File: config.mk
export PLATFORM = sky130hd
export DESIGN_NAME = apb_regfile_slave
export DESIGN_NICKNAME = d
export VERILOG_FILES = /design/src/rtl/apb_regfile_slave.sv
export SDC_FILE = /design/constraint.sdc
export NUM_CORES = 1
export LEC_CHECK = 0
export CAP_MARGIN = 5
export CORE_AREA = 2 2 130 132
export CTS_BUF_LIST = sky130_fd_sc_hd__clkbuf_4 sky130_fd_sc_hd__clkbuf_8 sky130_fd_sc_hd__clkbuf_16
export CTS_CLUSTER_SIZE = 28
export DETAILED_ROUTE_END_ITERATION = 8
export DIE_AREA = 0 0 132 134
export PLACE_DENSITY = 0.79
export SLEW_MARGIN = 20
export SYNTH_ARGS = -nofsm -noshare
export SYNTH_HDL_FRONTEND = slang
export SYNTH_SLANG_ARGS = --single-unit
File: constraint.sdc
create_clock -name PCLK -period 2.9 [get_ports PCLK]
set_clock_uncertainty 0.15 [all_clocks]
set_input_delay 0.29 -clock PCLK [delete_from_list [all_inputs] [get_ports PCLK]]
set_output_delay 0.29 -clock PCLK [all_outputs]
set_load 0.02 [all_outputs]
File: src/rtl/apb_regfile_slave.sv
// APB4 register-file slave: NUM_REGS word registers with byte strobes,
// programmable wait states, hardware-fed read-only registers and PSLVERR.
module apb_regfile_slave #(
  parameter int unsigned          DATA_W      = 32,
  parameter int unsigned          ADDR_W      = 8,
  parameter int unsigned          NUM_REGS    = 4,
  parameter int unsigned          WAIT_STATES = 0,
  parameter logic [NUM_REGS-1:0]  RO_MASK     = '0,
  parameter logic [DATA_W-1:0]    RESET_VAL   = '0
) (
  input  logic                         PCLK,
  input  logic                         PRESETn,
  input  logic                         PSEL,
  input  logic                         PENABLE,
  input  logic                         PWRITE,
  input  logic [ADDR_W-1:0]            PADDR,
  input  logic [DATA_W-1:0]            PWDATA,
  input  logic [DATA_W/8-1:0]          PSTRB,
  output logic [DATA_W-1:0]            PRDATA,
  output logic                         PREADY,
  output logic                         PSLVERR,
  input  logic [NUM_REGS*DATA_W-1:0]   ro_in,
  output logic [NUM_REGS*DATA_W-1:0]   reg_q
);

  localparam int unsigned STRB_W     = DATA_W / 8;
  localparam int unsigned BYTE_SHIFT = (STRB_W > 1) ? $clog2(STRB_W) : 0;
  localparam logic [ADDR_W-1:0] LO_MASK = ADDR_W'((1 << BYTE_SHIFT) - 1);

  // The setup phase is decoded straight from the bus (PSEL & !PENABLE), so the
  // register only needs to know whether the current cycle is an access phase.
  // This gives the 2+WAIT_STATES cycle transfer with PREADY combinational.
  typedef enum logic [0:0] {
    IDLE   = 1'b0,
    ACCESS = 1'b1
  } state_t;

  state_t              state, state_nxt;
  logic [3:0]          wait_cnt;
  logic [DATA_W-1:0]   regs [NUM_REGS];

  logic [ADDR_W-1:0]   idx;
  logic [ADDR_W:0]     idx_ext;
  logic                misaligned;
  logic                out_of_range;
  logic                ro_hit;
  logic                error;
  logic [DATA_W-1:0]   rd_val;
  logic                wr_commit;

  assign idx          = PADDR >> BYTE_SHIFT;
  assign idx_ext      = {1'b0, idx};
  assign misaligned   = (PADDR & LO_MASK) != '0;
  assign out_of_range = idx_ext >= (ADDR_W+1)'(NUM_REGS);
  assign error        = misaligned | out_of_range | (PWRITE & ro_hit);

  assign PREADY    = (state == ACCESS) & PSEL & PENABLE & (wait_cnt == 4'(WAIT_STATES));
  assign PSLVERR   = PREADY & error;
  assign wr_commit = PREADY & PWRITE & ~error;
  assign PRDATA    = (PREADY & ~PWRITE & ~error) ? rd_val : '0;

  // Select the addressed register's read value and read-only flag.
  always_comb begin
    ro_hit = 1'b0;
    rd_val = '0;
    for (int unsigned i = 0; i < NUM_REGS; i++) begin
      if (idx == ADDR_W'(i)) begin
        ro_hit = RO_MASK[i];
        rd_val = RO_MASK[i] ? ro_in[i*DATA_W +: DATA_W] : regs[i];
      end
    end
  end

  // Next-state logic for the access tracker.
  always_comb begin
    state_nxt = state;
    if (!PSEL) begin
      state_nxt = IDLE;
    end else begin
      case (state)
        IDLE:    if (!PENABLE) state_nxt = ACCESS;
        ACCESS:  if (PREADY)   state_nxt = IDLE;
        default: state_nxt = IDLE;
      endcase
    end
  end

  // State register and wait-state counter.
  always_ff @(posedge PCLK or negedge PRESETn) begin
    if (!PRESETn) begin
      state    <= IDLE;
      wait_cnt <= '0;
    end else begin
      state <= state_nxt;
      if ((state == ACCESS) & PSEL & PENABLE & ~PREADY)
        wait_cnt <= wait_cnt + 4'd1;
      else
        wait_cnt <= '0;
    end
  end

  // Byte-strobed register writes on the completing edge of a good write.
  always_ff @(posedge PCLK or negedge PRESETn) begin
    if (!PRESETn) begin
      for (int unsigned i = 0; i < NUM_REGS; i++)
        regs[i] <= RESET_VAL;
    end else if (wr_commit) begin
      for (int unsigned i = 0; i < NUM_REGS; i++) begin
        if (idx == ADDR_W'(i) && !RO_MASK[i]) begin
          for (int unsigned b = 0; b < STRB_W; b++) begin
            if (PSTRB[b])
              regs[i][b*8 +: 8] <= PWDATA[b*8 +: 8];
          end
        end
      end
    end
  end

  // Register contents view: read-only slices follow the hardware inputs.
  for (genvar g = 0; g < NUM_REGS; g++) begin : g_reg_q
    assign reg_q[g*DATA_W +: DATA_W] = RO_MASK[g] ? ro_in[g*DATA_W +: DATA_W] : regs[g];
  end

endmodule

==> results.md <==
- The flow ran to the end, and the final reports show no timing, DRC or antenna violations.
- Summed over all nets, the switching power comes to roughly 0.91 mW.
- The antenna diode count is 0.
- The count of distinct cell types in the synthesized netlist is 28.
- The most frequent standard cell in the layout excluding fill and tap cells is clkdlybuf4s50_1.
- Across the VDD grid, the largest voltage drop is about 0.33 mV.
- The ratio of total power to cell area is between 400 and 500 nW/um2.
- The headroom to the max-slew limit is roughly 70%.
- Sequential cells were found to cover a little over half of the synthesized design area.
- Clock-pin slew was measured on the worst setup and hold paths at 0.06 ns.
- The worst path required time is approximately 2.5 ns.
- The signal on the critical path passes through inv_1, ha_1, or3b_4, nor4_4, nand2_2, buf_4, a211oi_1, buf_2.
- The clock sink count is 133.
- STA classifies the critical path endpoint as an output pin.
- The critical path contains buffers and inverters numbering 3 combined.
- The final-report hold violation count is 0.
- Once detail routing completed, the nets flagged for antenna violations numbered 0.
- Using the TritonRoute via totals, the vias-per-cell ratio works out to 5.23.
- The final net count is 884.
- The number of nets handed over by synthesis was approximately 650.
- The worst path setup slack after routing is 0.0705 ns.
- The worst-case register-to-register setup slack is approximately 0.18 ns.
- Counting flops and latches in the post-synthesis netlist gives about 130.
- The number of antenna violations at the first check in global routing is 0.
- Across the run, the number of max-cap violations was 0.
- For this configuration, the core starts out at a cell density of 38.2%.
- The highest-delay cell along the critical path is or3b_4.
- For the pin with the worst max-slew slack, the measured transition is roughly 0.47 ns.
- The number of iterations in the first detailed-routing pass is 4.
- The number of global-route vias before repair is between 5,000 and 6,000.
- Based on the critical path, the design can be clocked at up to between 300 and 400 MHz.
- The count of routing violations after the opening detailed-route iteration is around 160.
- The proportion of power drawn by combinational gates is about 5.8%.
- Input and output buffers added on the ports amount to between 200 and 250.
- Of the total power, the clock network draws about half.
- Detailed placement ended at an HPWL of 12,900 um.
- Setup violations remaining at the end of the flow were counted as 0.
- The overflow left after global routing is 0.
- Setup repair after global routing could not meet its margin everywhere.
- The critical-path maximum fanout is 16.
- The library cells used most frequently in the layout, excluding fill and tap cells, are clkdlybuf4s50_1 (175), dfrtp_1 (133), mux2_2 (128).
- Measured on the finished design, the core utilization comes to between 50% and 60%.
- Clock tree synthesis inserted a total of 17 buffers.
- The source of the worst register-to-register timing path is wait_cnt[0].
- The worst register-to-register path ends at reg_q[119].
- Internal power comes to 3.43 mW.
- The congestion estimate from routability-driven global placement came to ~0.76.
- The average cell area after synthesis is ~13 um2.
- Across all layers, the routed design uses between 4,000 and 5,000 vias.
- The start-to-end type of the worst setup path is register to output pin.
- The height of the chip is 134 um.
- In the final layout, the share of cells above drive strength 1 is between 30% and 40%.
- After detailed routing, the number of remaining DRC violations is 0.
- The share of total power consumed by net switching is approximately a fifth.
- The aggregate global-route resource usage is between 20% and 30%.
- The area inside the core boundary is around 16,000 um2.
- The library cell used as clock root buffer is clkbuf_16.
- The longest individual stage delay on the worst path is a little over 0.4 ns.
- The cell count after synthesis came out at 466.
- Relative to the synthesized area, the layout overhead comes to 50.8%.
- The count of standard-cell rows is 47.
- The clock latency reported for the late side of the worst-skew pair is ~0.41 ns.
- TritonCTS built the clock tree.
- The die covers roughly 18,000 um2.
- After detailed routing, the total wire length is around 18,000 um.
- The global-route wire length before repair is roughly 28,000 um.
- The post-synthesis instance area is approximately 6200 um2.
- The kind of cell with the highest combined delay along the critical path is simple AND/OR/NAND/NOR gates.
- The worst setup path is launched from a register.
- The worst hold path class is input port to asynchronous set/reset pin.
- The final period demand of the worst path is between 2 and 3 ns.
- 339 I/O pins were placed.
- At the placement stage, the worst setup path has a slack of -0.307 ns.
- In the final routed layout, each cell accounts on average for 19.4 um.
- Measured in cells, the most critical reg-to-reg path has a length of 8.
- The CTS H-tree depth is 4.
- The overall die width is approximately 130 um.
- Entering global routing, the biggest net connects 66 pins.
- The layout has 1,318 filler cells.
- The sequential fraction of design power is 43.1%.
- Data arrives at the worst endpoint at between 2 and 2.5 ns.
- The final period utilization is a little over nine tenths.
- The warning count from the yosys run is 0.
- The maximum buffer depth of the clock tree is 2.
- Summed over all cells, the static leakage comes to 4.42 nW.
- The final max-slew violation count is 0.
- The completed layout was analyzed and its total power is around 4.3 mW.
[stage by stage]
stage                     area [um2]  instances  hold WS [ns]  TNS, ns
after floorplan                 6230        466        -0.156        0
after global placement          8860        904         0.122   -13.44
after detailed placement        8860        904         0.128   -13.58
after CTS                       9410        937         0.244        0
after global routing            9390        937         0.266        0
final                           9390        937         0.236        0
[what timing repair did]
item                                    in CTS  in global routing
setup buffers                                1                  0
gates cloned                                 0                  0
hold buffers                                 1                  0
endpoints found under the setup margin      32                 32
resized for setup                          150                 20
endpoints found under the hold margin       34                  0
pin swaps                                    1                  0
[layout make-up]
type                    count  area (um2)  share of cell area, %
clock buffers              23         495                   5.27
clock inverters             8         123                   1.31
inverters                   5        18.8                  0.200
multi-input cells         303        2840                   30.2
flip-flops and latches    133        3330                   35.4
well taps                 220         275                   2.93
repair buffers            245        2320                   24.7
[power by group through the flow]
stage	logic (mW)	clock network [mW]	registers (mW)
2_1_floorplan	0.0747	0	1.91
3_3_place_gp	0.236	0	1.90
3_5_place_dp	0.247	0	1.90
4_1_cts	0.250	2.26	1.87
5_1_grt	0.271	2.34	1.87
6_report	0.250	2.21	1.87
[routing by layer]
layer | wire length, um | up-vias | track usage, %
li1 | - | 2212 | -
met1 | 7350 | 2509 | 23.7
met2 | 9530 | 147 | 36.9
met3 | 895 | 31 | 5.06
met4 | 445 | 0 | 8.45
met5 | 0 | - | 0
[cells in the mapped netlist (all sizes together)]
| master | n | share of area (%) |
|---|---|---|
| dfrtp | 133 | 53 |
| mux2 | 128 | 23 |
| a211oi | 62 | 7.5 |
| nor2b | 33 | 3.3 |
| mux2i | 31 | 5.0 |
| clkbuf | 21 | 1.3 |
| nor2 | 8 | 0.48 |
| nand2 | 7 | 0.42 |
| nand4 | 7 | 0.70 |
| nand3 | 6 | 0.48 |
| inv | 5 | 0.30 |
| nor3 | 5 | 1.1 |
| buf | 4 | 0.32 |
| and3 | 3 | 0.30 |
| ha | 2 | 0.40 |
| or4 | 2 | 0.24 |
| and3b | 1 | 0.14 |
| mux4 | 1 | 0.36 |
| nand2b | 1 | 0.10 |
| nor3b | 1 | 0.30 |
| nor4 | 1 | 0.20 |
| o21ai | 1 | 0.080 |
| or3b | 1 | 0.14 |
| xnor2 | 1 | 0.14 |
| xor2 | 1 | 0.14 |
[worst max-delay path by stage]
stage                      startpoint         to  depth (start not counted)
after global placement       PADDR[7]  PRDATA[9]                          7
after global routing      wait_cnt[1]  PRDATA[9]                          8
after floorplan           wait_cnt[0]  PRDATA[0]                          8
after detailed placement     PADDR[7]  PRDATA[9]                          7
after CTS                 wait_cnt[0]  PRDATA[8]                          8
final                     wait_cnt[0]  PRDATA[9]                          8
[state kept, by name, summed over array words and instances, names as in the netlist]
register / count
reg_q: 128
wait_cnt: 4
state: 1
[worst register-to-register path, delay by kind of cell (launching register included)]
kind | cells | cell delay (ns)
simple gates | 3 | 1.16
buf+inv | 3 | 0.44
flops | 1 | 0.38
mux | 1 | 0.33
fa+ha+maj | 1 | 0.13
[kinds of logic after synthesis]
group           count (synthesis)  share of synthesized area, %
flops                         133                          53.4
mux                           160                          28.5
xor+xnor                        2                         0.281
simple gates                   76                          7.96
buf+inv                        30                          1.89
compound gates                 63                          7.55
fa+ha+maj                       2                         0.402
Note: power is estimated with default switching activity, not from simulation.
==> patch, RTL diff (config.mk and constraints unchanged) <==
The parameter `RO_MASK` goes from '0 to 1.
--- a/src/rtl/apb_regfile_slave.sv
+++ b/src/rtl/apb_regfile_slave.sv
@@ -7,3 +7,3 @@
   parameter int unsigned          WAIT_STATES = 0,
-  parameter logic [NUM_REGS-1:0]  RO_MASK     = '0,
+  parameter logic [NUM_REGS-1:0]  RO_MASK     = 1,
   parameter logic [DATA_W-1:0]    RESET_VAL   = '0
Check against the original RTL: not equivalent (a bounded check fails within 4 cycles, from zero or initial values and one cycle with PRESETn low).
==> patch against the original RTL <==
Routed wire length decreased by 9.2%. Sequential cell count is 32 lower. Area after synthesis down 17%. Register-to-register slack better by 0.22 ns. Power fell by 33%. Die area did not move. Design area shrank 15%. Setup slack improved by 0.044 ns.
==> patch: results (changes against the original RTL) <==
* Post-synth cell types at 29 (+3.6%)
* Diodes inserted at 0 (unchanged)
* Max-slew violations at 0 (unchanged)
* Min-Delay Path Class: reg -> reg
* Psw at 0.000684 W (-25%)
* CP arrival at 2.34 ns (-0.05 ns)
* GRT Total Usage at 18.8% (-1.9 points)
* Number of global-route vias before repair at 4,780 (-8.4%)
* Synth top area cells: dfrtp_1 (49%), mux2_2 (28%), buf_4 (4.6%)
* Ys flop type: dfrtp_1
* Deepest clock path buffer count at 2 (unchanged)
* CP Launch Type: flip-flop
* Hold path depth at 1
* Sequential-to-total area share from yosys stat at 48.8% (-4.7 points)
* Layout Nets at 831 (-6.0%)
* Clk slew on worst S/H paths at 0.06 ns (about the same)
* H-tree levels at 3 (-1)
* Total length of routed wires at 16.5 mm (-9.2%)
* DP Wirelength at 12.4 mm (-4.1%)
* Crit Path Max Fanout at 18 (+2)
* DR pass1 iterations at 4 (unchanged)
* Final Wtd Congestion at 0.786 (+2.9%)
* R2R Setup Slk at 0.40 ns (+0.22 ns)
* Initial antenna violation count at 0 (unchanged)
* Worst R2R Start: wait_cnt[0]
* Net Count, Synth at 607 (-5.9%)
* Port Buf Inserts at 242 (+15%)
* Filler cells at 1,438 (+9.1%)
* First-pass GRT wire length at 26.0 mm (-7.8%)
* Yosys warning count at 0 (unchanged)
* CTS Buf Count at 9 (-8)
* Largest net degree at the start of global routing at 60 (-9.1%)
* FFs w/ async S/R, synth at 100% (unchanged)
* Outcome: finished clean
* Clock Latency Late Sink at 0.34 ns (-0.07 ns)
* Layout cell share with drive strength beyond 1 at 32.2% (-2.0 points)
* IR drop worst, VDD at 0.000241 V (-27%)
* Lkg Pwr at 3.71 nW (-16%)
* R2R cell count at 8 (unchanged)
* Synth cell count leaders: mux2_2 (127), dfrtp_1 (101), nor2_1 (37), buf_4 (32), o22ai_1 (32)
* Rel. slew slack at 49.3% (-19 points)
* Post-synth EDFFs at 0 (unchanged)
* CTS root buf: clkbuf_16
* DRT iter0 DRCs at 75 (-54%)
* Hold path start: reg_q[58]
* Max reg flops at 96 (-25%)
* Vias per inst at 4.96 (-5.1%)
-- patch: cell count changes after synthesis, moves of 6 or more --
cell      before  now
nand4_1        7    1
dfrtp_1      133  101
mux2i_1       31    0
nor3_1         1   31
nor2b_1       33    1
a211oi_1      62    2
nor2_1         8   37
nor3_4         4   10
o22ai_1        0   32
clkbuf_1      21   13
buf_4          1   32
-- patch: path summary, 6_finish.rpt --
check / end
max: PRDATA[28]
min: reg_q[58]
max in group asynchronous: state
min in group asynchronous: reg_q[57]
min reg2reg: reg_q[58]
max reg2reg: reg_q[93]
-- patch: power groups by stage --
stage / combinational, W / sequential, W / clock (W)
6_report: 0.000367 / 0.00142 / 0.00112
5_1_grt: 0.000392 / 0.00142 / 0.00121
4_1_cts: 0.000371 / 0.00142 / 0.00116
3_5_place_dp: 0.000367 / 0.00144 / 0
3_3_place_gp: 0.000358 / 0.00144 / 0
2_1_floorplan: 0.000154 / 0.00145 / 0
-- patch: layout make-up --
class,instances,area (um^2),area share [%]
repair buffers,266,2530,31.9
flip-flops and latches,101,2530,31.8
multi-input cells,270,2330,29.3
well taps,220,275,3.46
clock buffers,11,246,3.10
clock inverters,4,25.0,0.315
inverters,4,15.0,0.189
-- patch: kinds of logic after synthesis --
family / synth area share [%]
flip-flops: 48.8
XOR/XNOR: 0.338
adder cells (fa/ha/maj): 0.483
multiplexers: 27.6
AND/OR/NAND/NOR: 11.8
buffers and inverters: 6.66
AO/OA/AOI/OAI: 4.37
-- patch: routing by layer --
metal | vias up | GRT usage [%] | part of all wire [%]
met5 | - | 0 | 0
met4 | 0 | 7.13 | 1.7
met3 | 19 | 4.69 | 6.4
met2 | 191 | 34.1 | 52
met1 | 2177 | 21.2 | 40
li1 | 1959 | - | -
-- patch: timing repair --
item                                    in CTS  in global routing
endpoints found under the setup margin      32                 31
resized for setup                           66                 58
pin swaps                                    1                  1
hold buffers                                 1                  0
endpoints found under the hold margin       58                  0
buffers inserted                             1                  0
-- patch: critical path: stages (launching register included) --
cell and delay [ns]:
dfrtp_1 0.38, inv_1 0.06, ha_1 0.15, nor3b_2 0.19
nand4_1 0.16, or2_2 0.35, buf_12 0.17, nor3_1 0.21
clkdlybuf4s15_1 0.33
-- patch: through the flow --
| step | power [W] | setup WS [ns] | cell area [um^2] | hold WS, ns | cells |
|---|---|---|---|---|---|
| finish | 0.00290 | 0.115 | 7950 | 0.377 | 876 |
| global route | 0.00302 | 0.000355 | 7950 | 0.400 | 876 |
| CTS | 0.00295 | 0.00109 | 8050 | 0.359 | 876 |
| detailed placement | 0.00181 | -0.315 | 7760 | 0.261 | 859 |
| global placement | 0.00180 | -0.268 | 7760 | 0.234 | 859 |
| floorplan | 0.00160 | 0.298 | 5180 | -0.156 | 428 |
